File: src/rtl/branch_ctrl_pkg.sv
// Shared MIPS decode constants, branch-controller state and decode types.
// Decode and hazard helpers are reused by the ID-stage branch logic.
package cpu_defines;

   localparam logic [5:0] OP_SPECIAL = 6'b000000;
   localparam logic [5:0] OP_REGIMM  = 6'b000001;
   localparam logic [5:0] OP_J       = 6'b000010;
   localparam logic [5:0] OP_JAL     = 6'b000011;
   localparam logic [5:0] OP_BEQ     = 6'b000100;
   localparam logic [5:0] OP_BNE     = 6'b000101;
   localparam logic [5:0] OP_BLEZ    = 6'b000110;
   localparam logic [5:0] OP_BGTZ    = 6'b000111;

   localparam logic [5:0] FN_JR      = 6'b001000;
   localparam logic [5:0] FN_JALR    = 6'b001001;

   localparam logic [4:0] RT_BLTZ    = 5'b00000;
   localparam logic [4:0] RT_BGEZ    = 5'b00001;
   localparam logic [4:0] RT_BLTZAL  = 5'b10000;
   localparam logic [4:0] RT_BGEZAL  = 5'b10001;

   typedef enum logic [1:0] {
      ST_IDLE    = 2'd0,
      ST_WAIT    = 2'd1,
      ST_RESOLVE = 2'd2
   } br_state_t;

   typedef struct packed {
      logic is_br;
      logic use_rs;
      logic use_rt;
      logic is_j;
      logic is_jr;
      logic link;
   } br_dec_t;

   function automatic br_dec_t br_decode(input logic [5:0] op,
                                         input logic [5:0] funct,
                                         input logic [4:0] rt);
      br_dec_t d;
      d = '0;
      case (op)
         OP_BEQ, OP_BNE: begin
            d.is_br  = 1'b1;
            d.use_rs = 1'b1;
            d.use_rt = 1'b1;
         end
         OP_BLEZ, OP_BGTZ: begin
            d.is_br  = 1'b1;
            d.use_rs = 1'b1;
         end
         OP_REGIMM: begin
            if (rt == RT_BLTZ || rt == RT_BGEZ) begin
               d.is_br  = 1'b1;
               d.use_rs = 1'b1;
            end else if (rt == RT_BLTZAL || rt == RT_BGEZAL) begin
               d.is_br  = 1'b1;
               d.use_rs = 1'b1;
               d.link   = 1'b1;
            end
         end
         OP_J: begin
            d.is_br = 1'b1;
            d.is_j  = 1'b1;
         end
         OP_JAL: begin
            d.is_br = 1'b1;
            d.is_j  = 1'b1;
            d.link  = 1'b1;
         end
         OP_SPECIAL: begin
            if (funct == FN_JR || funct == FN_JALR) begin
               d.is_br  = 1'b1;
               d.use_rs = 1'b1;
               d.is_jr  = 1'b1;
               d.link   = (funct == FN_JALR);
            end
         end
         default: ;
      endcase
      return d;
   endfunction

   // Cycles ID must wait before source r is available via MEM forward or RF.
   function automatic logic [1:0] hz_count(input logic [4:0] r,
                                           input logic       ex_regwrite,
                                           input logic       ex_memtoreg,
                                           input logic [4:0] ex_wreg,
                                           input logic       mem_regwrite,
                                           input logic       mem_memtoreg,
                                           input logic [4:0] mem_wreg);
      if (r == 5'd0)
         return 2'd0;
      if (ex_regwrite && ex_wreg == r)
         return ex_memtoreg ? 2'd2 : 2'd1;
      if (mem_regwrite && mem_memtoreg && mem_wreg == r)
         return 2'd1;
      return 2'd0;
   endfunction

endpackage

File: src/rtl/branch_ctrl_if.sv
// ID-stage bundle between the decode pipeline and the branch controller.
interface branch_ctrl_if;
   import cpu_defines::*;

   logic        id_valid;
   logic [5:0]  id_op;
   logic [5:0]  id_funct;
   logic [4:0]  id_rs;
   logic [4:0]  id_rt;
   logic [15:0] id_imm;
   logic [25:0] id_index;
   logic [31:0] id_pc_plus4;
   logic [31:0] rf_rs_data;
   logic [31:0] rf_rt_data;
   logic        ex_regwrite;
   logic        ex_memtoreg;
   logic [4:0]  ex_wreg;
   logic        mem_regwrite;
   logic        mem_memtoreg;
   logic [4:0]  mem_wreg;
   logic [31:0] mem_alu_result;
   logic        flush;
   logic        stall_id;
   logic        redirect;
   logic [31:0] branch_target;
   logic        link_en;
   logic        in_delay_slot;

   modport master (
      output id_valid, id_op, id_funct, id_rs, id_rt, id_imm, id_index,
             id_pc_plus4, rf_rs_data, rf_rt_data, ex_regwrite, ex_memtoreg,
             ex_wreg, mem_regwrite, mem_memtoreg, mem_wreg, mem_alu_result,
             flush,
      input  stall_id, redirect, branch_target, link_en, in_delay_slot
   );

   modport slave (
      input  id_valid, id_op, id_funct, id_rs, id_rt, id_imm, id_index,
             id_pc_plus4, rf_rs_data, rf_rt_data, ex_regwrite, ex_memtoreg,
             ex_wreg, mem_regwrite, mem_memtoreg, mem_wreg, mem_alu_result,
             flush,
      output stall_id, redirect, branch_target, link_en, in_delay_slot
   );

endinterface

File: src/rtl/branch_cond.sv
// Combinational branch condition from opcode, REGIMM rt and the two operands.
module branch_cond
   import cpu_defines::*;
(
   input  logic [5:0]  op,
   input  logic [4:0]  rt,
   input  logic [31:0] a,
   input  logic [31:0] b,
   output logic        cond
);

   always_comb begin
      cond = 1'b0;
      case (op)
         OP_BEQ:  cond = (a == b);
         OP_BNE:  cond = (a != b);
         OP_BGTZ: cond = ~a[31] & (a != 32'd0);
         OP_BLEZ: cond = a[31] | (a == 32'd0);
         OP_REGIMM: begin
            case (rt)
               RT_BGEZ, RT_BGEZAL: cond = ~a[31];
               RT_BLTZ, RT_BLTZAL: cond = a[31];
               default:            cond = 1'b0;
            endcase
         end
         default: cond = 1'b0;
      endcase
   end

endmodule

File: src/rtl/branch_ctrl.sv
// Decode-stage branch/jump controller: hazard stall, operand forward,
// condition evaluation, redirect/link generation and delay-slot tracking.
module branch_ctrl
   import cpu_defines::*;
(
   input  logic         clk,
   input  logic         rst,
   branch_ctrl_if.slave bus
);

   br_state_t   state, state_nx;
   logic [1:0]  cnt, cnt_nx;
   logic        ds_flag;
   br_dec_t     dec;
   logic        br, eval, stall, cond;
   logic [1:0]  n_rs, n_rt, n;
   logic [31:0] a, b, target;

   assign dec  = br_decode(bus.id_op, bus.id_funct, bus.id_rt);
   assign br   = bus.id_valid & dec.is_br;

   assign n_rs = dec.use_rs ? hz_count(bus.id_rs, bus.ex_regwrite, bus.ex_memtoreg,
                                       bus.ex_wreg, bus.mem_regwrite,
                                       bus.mem_memtoreg, bus.mem_wreg) : 2'd0;
   assign n_rt = dec.use_rt ? hz_count(bus.id_rt, bus.ex_regwrite, bus.ex_memtoreg,
                                       bus.ex_wreg, bus.mem_regwrite,
                                       bus.mem_memtoreg, bus.mem_wreg) : 2'd0;
   assign n    = (n_rs > n_rt) ? n_rs : n_rt;

   assign a = (bus.mem_regwrite && !bus.mem_memtoreg && bus.mem_wreg == bus.id_rs &&
               bus.id_rs != 5'd0) ? bus.mem_alu_result : bus.rf_rs_data;
   assign b = (bus.mem_regwrite && !bus.mem_memtoreg && bus.mem_wreg == bus.id_rt &&
               bus.id_rt != 5'd0) ? bus.mem_alu_result : bus.rf_rt_data;

   branch_cond u_cond (
      .op   (bus.id_op),
      .rt   (bus.id_rt),
      .a    (a),
      .b    (b),
      .cond (cond)
   );

   always_comb begin
      if (dec.is_j)
         target = {bus.id_pc_plus4[31:28], bus.id_index, 2'b00};
      else if (dec.is_jr)
         target = a;
      else
         target = bus.id_pc_plus4 + {{14{bus.id_imm[15]}}, bus.id_imm, 2'b00};
   end

   always_ff @(posedge clk) begin
      if (rst) begin
         state   <= ST_IDLE;
         cnt     <= 2'd0;
         ds_flag <= 1'b0;
      end else begin
         state <= state_nx;
         cnt   <= cnt_nx;
         if (bus.flush)
            ds_flag <= 1'b0;
         else if (eval)
            ds_flag <= 1'b1;
         else if (bus.id_valid && !stall)
            ds_flag <= 1'b0;
      end
   end

   // The detect cycle is itself the first stall, so a one-cycle hazard
   // goes straight to RESOLVE and only a load-use hazard passes through WAIT.
   always_comb begin
      state_nx = state;
      cnt_nx   = cnt;
      eval     = 1'b0;
      stall    = 1'b0;
      case (state)
         ST_IDLE: begin
            if (br) begin
               if (n == 2'd0) begin
                  eval = 1'b1;
               end else begin
                  stall    = 1'b1;
                  cnt_nx   = n - 2'd1;
                  state_nx = (n == 2'd1) ? ST_RESOLVE : ST_WAIT;
               end
            end
         end
         ST_WAIT: begin
            stall = 1'b1;
            if (cnt <= 2'd1) begin
               cnt_nx   = 2'd0;
               state_nx = ST_RESOLVE;
            end else begin
               cnt_nx = cnt - 2'd1;
            end
         end
         ST_RESOLVE: begin
            eval     = dec.is_br;
            state_nx = ST_IDLE;
         end
         default: state_nx = ST_IDLE;
      endcase
      if (rst || bus.flush) begin
         state_nx = ST_IDLE;
         cnt_nx   = 2'd0;
         eval     = 1'b0;
         stall    = 1'b0;
      end
   end

   assign bus.stall_id      = stall;
   assign bus.redirect      = eval & (dec.is_j | dec.is_jr | cond);
   assign bus.link_en       = eval & dec.link;
   assign bus.branch_target = eval ? target : 32'd0;
   assign bus.in_delay_slot = ds_flag & bus.id_valid & ~rst;

endmodule
File: src/flat_wrapper.sv
// flat-port wrapper written by rule: the top's interface ports become plain ports
module branch_ctrl_flat import cpu_defines::*;
  (clk, rst, bus_id_valid, bus_id_op, bus_id_funct, bus_id_rs, bus_id_rt, bus_id_imm, bus_id_index, bus_id_pc_plus4, bus_rf_rs_data, bus_rf_rt_data, bus_ex_regwrite, bus_ex_memtoreg, bus_ex_wreg, bus_mem_regwrite, bus_mem_memtoreg, bus_mem_wreg, bus_mem_alu_result, bus_flush, bus_stall_id, bus_redirect, bus_branch_target, bus_link_en, bus_in_delay_slot);
  branch_ctrl_if bus_i ();
  input  logic clk;
  input  logic rst;
  input wire logic [$bits(bus_i.id_valid)-1:0] bus_id_valid;
  input wire logic [$bits(bus_i.id_op)-1:0] bus_id_op;
  input wire logic [$bits(bus_i.id_funct)-1:0] bus_id_funct;
  input wire logic [$bits(bus_i.id_rs)-1:0] bus_id_rs;
  input wire logic [$bits(bus_i.id_rt)-1:0] bus_id_rt;
  input wire logic [$bits(bus_i.id_imm)-1:0] bus_id_imm;
  input wire logic [$bits(bus_i.id_index)-1:0] bus_id_index;
  input wire logic [$bits(bus_i.id_pc_plus4)-1:0] bus_id_pc_plus4;
  input wire logic [$bits(bus_i.rf_rs_data)-1:0] bus_rf_rs_data;
  input wire logic [$bits(bus_i.rf_rt_data)-1:0] bus_rf_rt_data;
  input wire logic [$bits(bus_i.ex_regwrite)-1:0] bus_ex_regwrite;
  input wire logic [$bits(bus_i.ex_memtoreg)-1:0] bus_ex_memtoreg;
  input wire logic [$bits(bus_i.ex_wreg)-1:0] bus_ex_wreg;
  input wire logic [$bits(bus_i.mem_regwrite)-1:0] bus_mem_regwrite;
  input wire logic [$bits(bus_i.mem_memtoreg)-1:0] bus_mem_memtoreg;
  input wire logic [$bits(bus_i.mem_wreg)-1:0] bus_mem_wreg;
  input wire logic [$bits(bus_i.mem_alu_result)-1:0] bus_mem_alu_result;
  input wire logic [$bits(bus_i.flush)-1:0] bus_flush;
  output wire logic [$bits(bus_i.stall_id)-1:0] bus_stall_id;
  output wire logic [$bits(bus_i.redirect)-1:0] bus_redirect;
  output wire logic [$bits(bus_i.branch_target)-1:0] bus_branch_target;
  output wire logic [$bits(bus_i.link_en)-1:0] bus_link_en;
  output wire logic [$bits(bus_i.in_delay_slot)-1:0] bus_in_delay_slot;
  assign bus_i.id_valid = bus_id_valid;
  assign bus_i.id_op = bus_id_op;
  assign bus_i.id_funct = bus_id_funct;
  assign bus_i.id_rs = bus_id_rs;
  assign bus_i.id_rt = bus_id_rt;
  assign bus_i.id_imm = bus_id_imm;
  assign bus_i.id_index = bus_id_index;
  assign bus_i.id_pc_plus4 = bus_id_pc_plus4;
  assign bus_i.rf_rs_data = bus_rf_rs_data;
  assign bus_i.rf_rt_data = bus_rf_rt_data;
  assign bus_i.ex_regwrite = bus_ex_regwrite;
  assign bus_i.ex_memtoreg = bus_ex_memtoreg;
  assign bus_i.ex_wreg = bus_ex_wreg;
  assign bus_i.mem_regwrite = bus_mem_regwrite;
  assign bus_i.mem_memtoreg = bus_mem_memtoreg;
  assign bus_i.mem_wreg = bus_mem_wreg;
  assign bus_i.mem_alu_result = bus_mem_alu_result;
  assign bus_i.flush = bus_flush;
  assign bus_stall_id = bus_i.stall_id;
  assign bus_redirect = bus_i.redirect;
  assign bus_branch_target = bus_i.branch_target;
  assign bus_link_en = bus_i.link_en;
  assign bus_in_delay_slot = bus_i.in_delay_slot;
  branch_ctrl u_core (.clk(clk), .rst(rst), .bus(bus_i));
endmodule
File: config.mk
export PLATFORM = sky130hd
export DESIGN_NAME = branch_ctrl_flat
export DESIGN_NICKNAME = d
export VERILOG_FILES = /design/src/rtl/branch_ctrl_pkg.sv /design/src/rtl/branch_ctrl_if.sv /design/src/rtl/branch_cond.sv /design/src/rtl/branch_ctrl.sv /design/src/flat_wrapper.sv
export SDC_FILE = /design/constraint.sdc
export NUM_CORES = 1
export LEC_CHECK = 0
export BUFFER_PORTS_ARGS = -buffer_cell sky130_fd_sc_hd__buf_2
export CAP_MARGIN = 20
export CORE_MARGIN = 1
export CORE_UTILIZATION = 35
export DETAILED_ROUTE_END_ITERATION = 8
export GPL_ROUTABILITY_DRIVEN = 0
export SYNTH_ARGS = -nofsm -noshare
export SYNTH_HDL_FRONTEND = slang
export SYNTH_SLANG_ARGS = --single-unit
File: constraint.sdc
create_clock -name clk -period 5.6 [get_ports clk]
set_clock_uncertainty 0.05 [all_clocks]
set_input_delay 0.84 -clock clk [delete_from_list [all_inputs] [get_ports clk]]
set_output_delay 0.84 -clock clk [all_outputs]
set_load 0.005 [all_outputs]
# Word-level counts from Yosys, hierarchy flattened
# Index checks and enable logic that the tools add are counted.
# Widths: inputs -> output; s select.
dict set report classes {
  bitwise 11
  muxes 66
  reduce_logical 38
  n_addsub 3
  order_cmp 2
  eq_ne 24
}
# cell n
set ops {}
lappend ops {{$mux 32} 5}
lappend ops {{$mux 2} 27}
lappend ops {{$add 32x32->32} 1}
lappend ops {{$eq 32x32->1} 1}
lappend ops {{$logic_not 32->1} 1}
lappend ops {{$ne 32x32->1} 1}
lappend ops {{$reduce_bool 32->1} 1}
lappend ops {{$mux 1} 25}
lappend ops {{$eq 6x3->1 const B} 4}
lappend ops {{$eq 5x5->1} 4}
lappend ops {{$eq 6x2->1 const B} 2}
lappend ops {{$eq 6x4->1 const B} 2}
lappend ops {{$reduce_or 2->1} 6}
lappend ops {{$logic_and 1x1->1} 11}
lappend ops {{$eq 5x5->1 const B} 2}
lappend ops {{$logic_not 5->1} 2}
lappend ops {{$reduce_bool 5->1} 2}
lappend ops {{$pmux 1 s3} 3}
lappend ops {{$pmux 2 s2} 2}
lappend ops {{$and 1x1->1} 6}
lappend ops {{$eq 6x1->1 const B} 1}
lappend ops {{$logic_not 6->1} 1}
lappend ops {{$pmux 1 s2} 3}
lappend ops {{$reduce_and 3->1} 2}
lappend ops {{17 further kinds} 29}
dict set report totals {
  word_cells 147
  output_inout_bits 36
  register_bits 5
}

# Longest topological paths before layout
dict set report depth {
  depth_word 21
  depth_mapped 19
  ltp_nobuf 19
}

# Hierarchy
# From an unflattened synthesis, not the netlist that was laid out.
dict set report unflattened {
  cells_unflattened 597
  area_unflattened_um2 4292.9
}
# module seq_area_each_um2 cells_per_inst n_inst area_per_inst_um2
set modules_own_cells {}
lappend modules_own_cells {branch_ctrl 100.1 528 1 3777.4}
lappend modules_own_cells {branch_cond 0.0 69 1 515.5}

# Worst setup path before layout
# OpenSTA, ideal clock, no wires.
dict set report synth_path {
  path_type {input port to output port}
  start {input port bus_id_funct[5]}
  end {output port bus_branch_target[10]}
  arrival_ns 4.078
  path_stages 17
  setup_slack_ns 0.632
  required_ns 4.710
  path_cell_list {or4b_2 nor3_1 nand2_1 a31oi_1 nand3_1 ha_1 nor2_1 o22ai_1 a21oi_1 a21oi_1 inv_1 ha_1 a21oi_1 or4_1 clkbuf_1 clkbuf_1 nor3_1}
}
dict set report synth_between {
  elab_chain_cells 13
  word_cells_on_any_way 20
}
# element line
set synth_lines {}
lappend synth_lines {{start, declared} flat_wrapper.sv:9} ;# input wire logic [$bits(bus_i.id_funct)-1:0] bus_id_funct;
lappend synth_lines {{$eq 6x4->1} branch_ctrl_pkg.sv:72} ;# if (funct == FN_JR || funct == FN_JALR) begin
lappend synth_lines {{$logic_or 1x1->1 (*)} branch_ctrl_pkg.sv:72}
lappend synth_lines {{$mux 2} branch_ctrl_pkg.sv:72}
lappend synth_lines {{$pmux 1 s3} branch_ctrl_pkg.sv:42} ;# case (op)
lappend synth_lines {{$mux 2} branch_ctrl.sv:22} ;# assign n_rs = dec.use_rs ? hz_count(bus.id_rs, bus.ex_regwrite, bus.ex_memtoreg,
lappend synth_lines {{$gt 2x2->1} branch_ctrl.sv:28} ;# assign n = (n_rs > n_rt) ? n_rs : n_rt;
lappend synth_lines {{$mux 2} branch_ctrl.sv:28}
lappend synth_lines {{$logic_not 2->1} branch_ctrl.sv:79} ;# if (n == 2'd0) begin
lappend synth_lines {{$mux 1} branch_ctrl.sv:79}
lappend synth_lines {{$mux 1} branch_ctrl.sv:78} ;# if (br) begin
lappend synth_lines {{$pmux 1 s2} branch_ctrl.sv:76} ;# case (state)
lappend synth_lines {{$mux 1} branch_ctrl.sv:103} ;# if (rst || bus.flush) begin
lappend synth_lines {{$mux 32 (*)} branch_ctrl.sv:114} ;# assign bus.branch_target = eval ? target : 32'd0;
lappend synth_lines {{end, declared} flat_wrapper.sv:27} ;# output wire logic [$bits(bus_i.branch_target)-1:0] bus_branch_target;
# Mark *: on every way between the ends. The rest lies on a longest branch, timed or not.

# Worst setup path after layout
dict set report layout_path {
  start {input port bus_id_funct[5]}
  end {output port bus_branch_target[4]}
}
# The elaborated chain is that of the path after synthesis.

==> metrics.csv <==
metric,value,unit
post-route design area,6380,µm²
headroom to the max-slew limit,42.4,%
crit-path max FO,11,
Post-synth EDFFs,0,
H-tree levels,1,
post-DR vias/cell,5.87,
post-place setup slack,0.142,ns
Final Max Slew Viols,0,
P_leak,2.95,nW
CP Class,input pin to output pin,
cell mode on critical path,a21oi_1,
grt total ovfl,0,
Tcrit/Tclk final,94.6,%
max incr delay on CP,0.67,ns
largest net degree at the start of global routing,56,
syn avg cell area,6.49,µm²
pwr dens,90.8,nW/µm²
fraction of layout cells with a size suffix above 1,29.6,%
clock sinks,5,
post-synthesis sequential area ratio,2.10,%
Max Buffers Root-to-Sink,2,
Die Height,119,µm
DR iter-0 viols,652,
"Area growth, synth to finish",33.6,%
Hold Crit Class,register to register,
outcome,completed,
Placed Cells,1144,
critical path arrival,4.41,ns
Initial Util,35.9,%
IO Pins,246,
cell taking the most area after synthesis,ha_1,
Core Rows,42,
most frequent cells in the layout,"245 x buf_2, 77 x a21oi_1, 65 x nand2_1",
Buffers on Ports,245,
CTS Buf Count,3,
post-CTS setup buffers,0,
# setup viols final,0,
number of nets still failing antenna checks after routing,0,
Net Switching,0.261,mW
"Clk Latency, worst-skew pair",0.23,ns
Flop pwr share,6.2,%
All-Layer GR Usage,29.6,%
fraction of registers with async set/reset,0,%
"commonest non-fill, non-tap cell in the layout",buf_2,
DRT Wirelength,21.7,mm
initial antenna violation count,4,
Die X,119,µm
CP Data Required Time,4.71,ns
"top cells by area, synth","ha_1 8.9%, a21oi_1 8.1%, xnor2_1 6.4%",
"Cell Chain, Critical Path",buf_2 > or4b_2 > nor3_2 > nand2_1 > a31oi_2 > nand3_1 > ha_1 > nor2_1 > o22ai_1 > a21oi_1 > a21oi_1 > inv_1 > ha_1 > a21oi_1 > or4_4 > buf_4 > a311oi_1 > buf_2,
Root Buffer,clkbuf_16,
Peak Freq,189,MHz
library cells used by synthesis,71,
core box area,13300,µm²
Sw Ratio,45.0,%
CTS tree,yes,
CP bufs+invs,4,
RSZ-0062 raised after global routing,false,
Yosys top cell area share,8.91,%
Yosys warnings,0,
"CTS clk-pin slew, worst paths",0.03,ns
setup TNS,0,ns
mapped cell area,4770,µm²
Final #Nets,1218,
global-route wire length before repair,33.2,mm
Startpoint Class,input pin,
Finished Layout Cells,1151,
WL/cell,18.9,µm
setup ws final,0.303,ns
Die ar.,14100,µm²
main flop type after synthesis,dfxtp_1,
max cap viols,0,
#FFs+latches synth,5,
element type at the critical path end,output pin,
vias in the first global route,6273,
Tmin final,5.30,ns
worst vdd ir,0.114,mV
Min Hold Slack,0.456,ns
drt pass-1 iters,5,
logic gate share of total power,73.3,%
Hold Fails Final Rpt,0,
Synth Instances,736,
# DRC,0,
syn_nets,981,
Worst path top cell family by delay,simple AND/OR/NAND/NOR gates,
post-layout util,48.0,%
via count,6753,
clock network fraction of total power,20.5,%
Total Power,0.579,mW
placed inst area,6280,µm²
Pint,0.318,mW
Worst path slowest cell,or4b_2,
worst-margin pin slew,0.861,ns
hpwl dp,18.0,mm
==> metal layers <==
layer / up-vias / GRT usage [%] / share of wire (%)
met3: 48 / 4.44 / 8.9
met1: 3015 / 40.9 / 44
met4: 2 / 10.2 / 3.4
li1: 3331 / - / -
met5: - / 0 / 0.055
met2: 357 / 46.5 / 44
==> power groups by stage <==
stage	registers [mW]	logic (mW)	clock network (mW)
after floorplan	0.0364	0.239	0
after global placement	0.0364	0.418	0
after detailed placement	0.0364	0.415	0
after CTS	0.0359	0.417	0.121
after global routing	0.0359	0.465	0.122
final	0.0359	0.425	0.118
==> synthesized netlist by cell type (6+ instances only) <==
cell type	number
inv_1	32
a221oi_1	15
o221ai_1	10
a21oi_1	77
a211oi_1	6
nand4_1	18
nand2_1	65
nor3_1	20
xor2_1	28
clkbuf_1	24
nor2_1	55
nand2b_1	10
o22ai_1	15
ha_1	34
a22oi_1	6
buf_2	7
a21o_1	12
o21ai_0	55
a221o_1	8
o32ai_1	8
and2_1	6
nor2b_1	14
o211ai_1	14
xnor2_1	35
a31oi_1	7
mux2i_1	21
nor4_1	22
nand3_1	24
==> flip-flops by register name, indices dropped and copies added, names as in the netlist <==
name and cells:
u_core.cnt 2, u_core.ds_flag 1, u_core.state 2
==> what timing repair did <==
item	CTS	global route
setup endpoints to repair	0	20
gates resized for setup	0	3
hold buffers	0	0
==> cells by family after synthesis <==
kind of cell	synth area share [%]
muxes	4.40
and+or+nand+nor	27.6
adders and majority gates	9.33
AOI/OAI and AO/OA	39.0
DFF	2.10
buffers and inverters	6.00
xor gates and xnor gates	11.6
==> final timing paths <==
| kind | from | end | slack, ns | depth (start not counted) |
|---|---|---|---|---|
| worst max-delay path | bus_id_funct[5] | bus_branch_target[4] | 0.30 | 18 |
| worst min-delay path | u_core.state[1] | u_core.state[0] | 0.46 | 1 |
| worst max register to register | u_core.state[0] | u_core.cnt[1] | 4.33 | 3 |
| worst min register to register | u_core.state[1] | u_core.state[0] | 0.46 | 1 |
==> final cells by class <==
type                       count  area (µm²)
multi-input combinational    661        4410
clock inverter                 1        5.00
sequential                     5         100
inverter                      32         120
timing repair buffer         270        1440
tap                          176         220
antenna                        3        7.51
fill                        1415        6920
clock buffer                   3        75.1
Note: power is estimated with default switching activity, not from simulation.
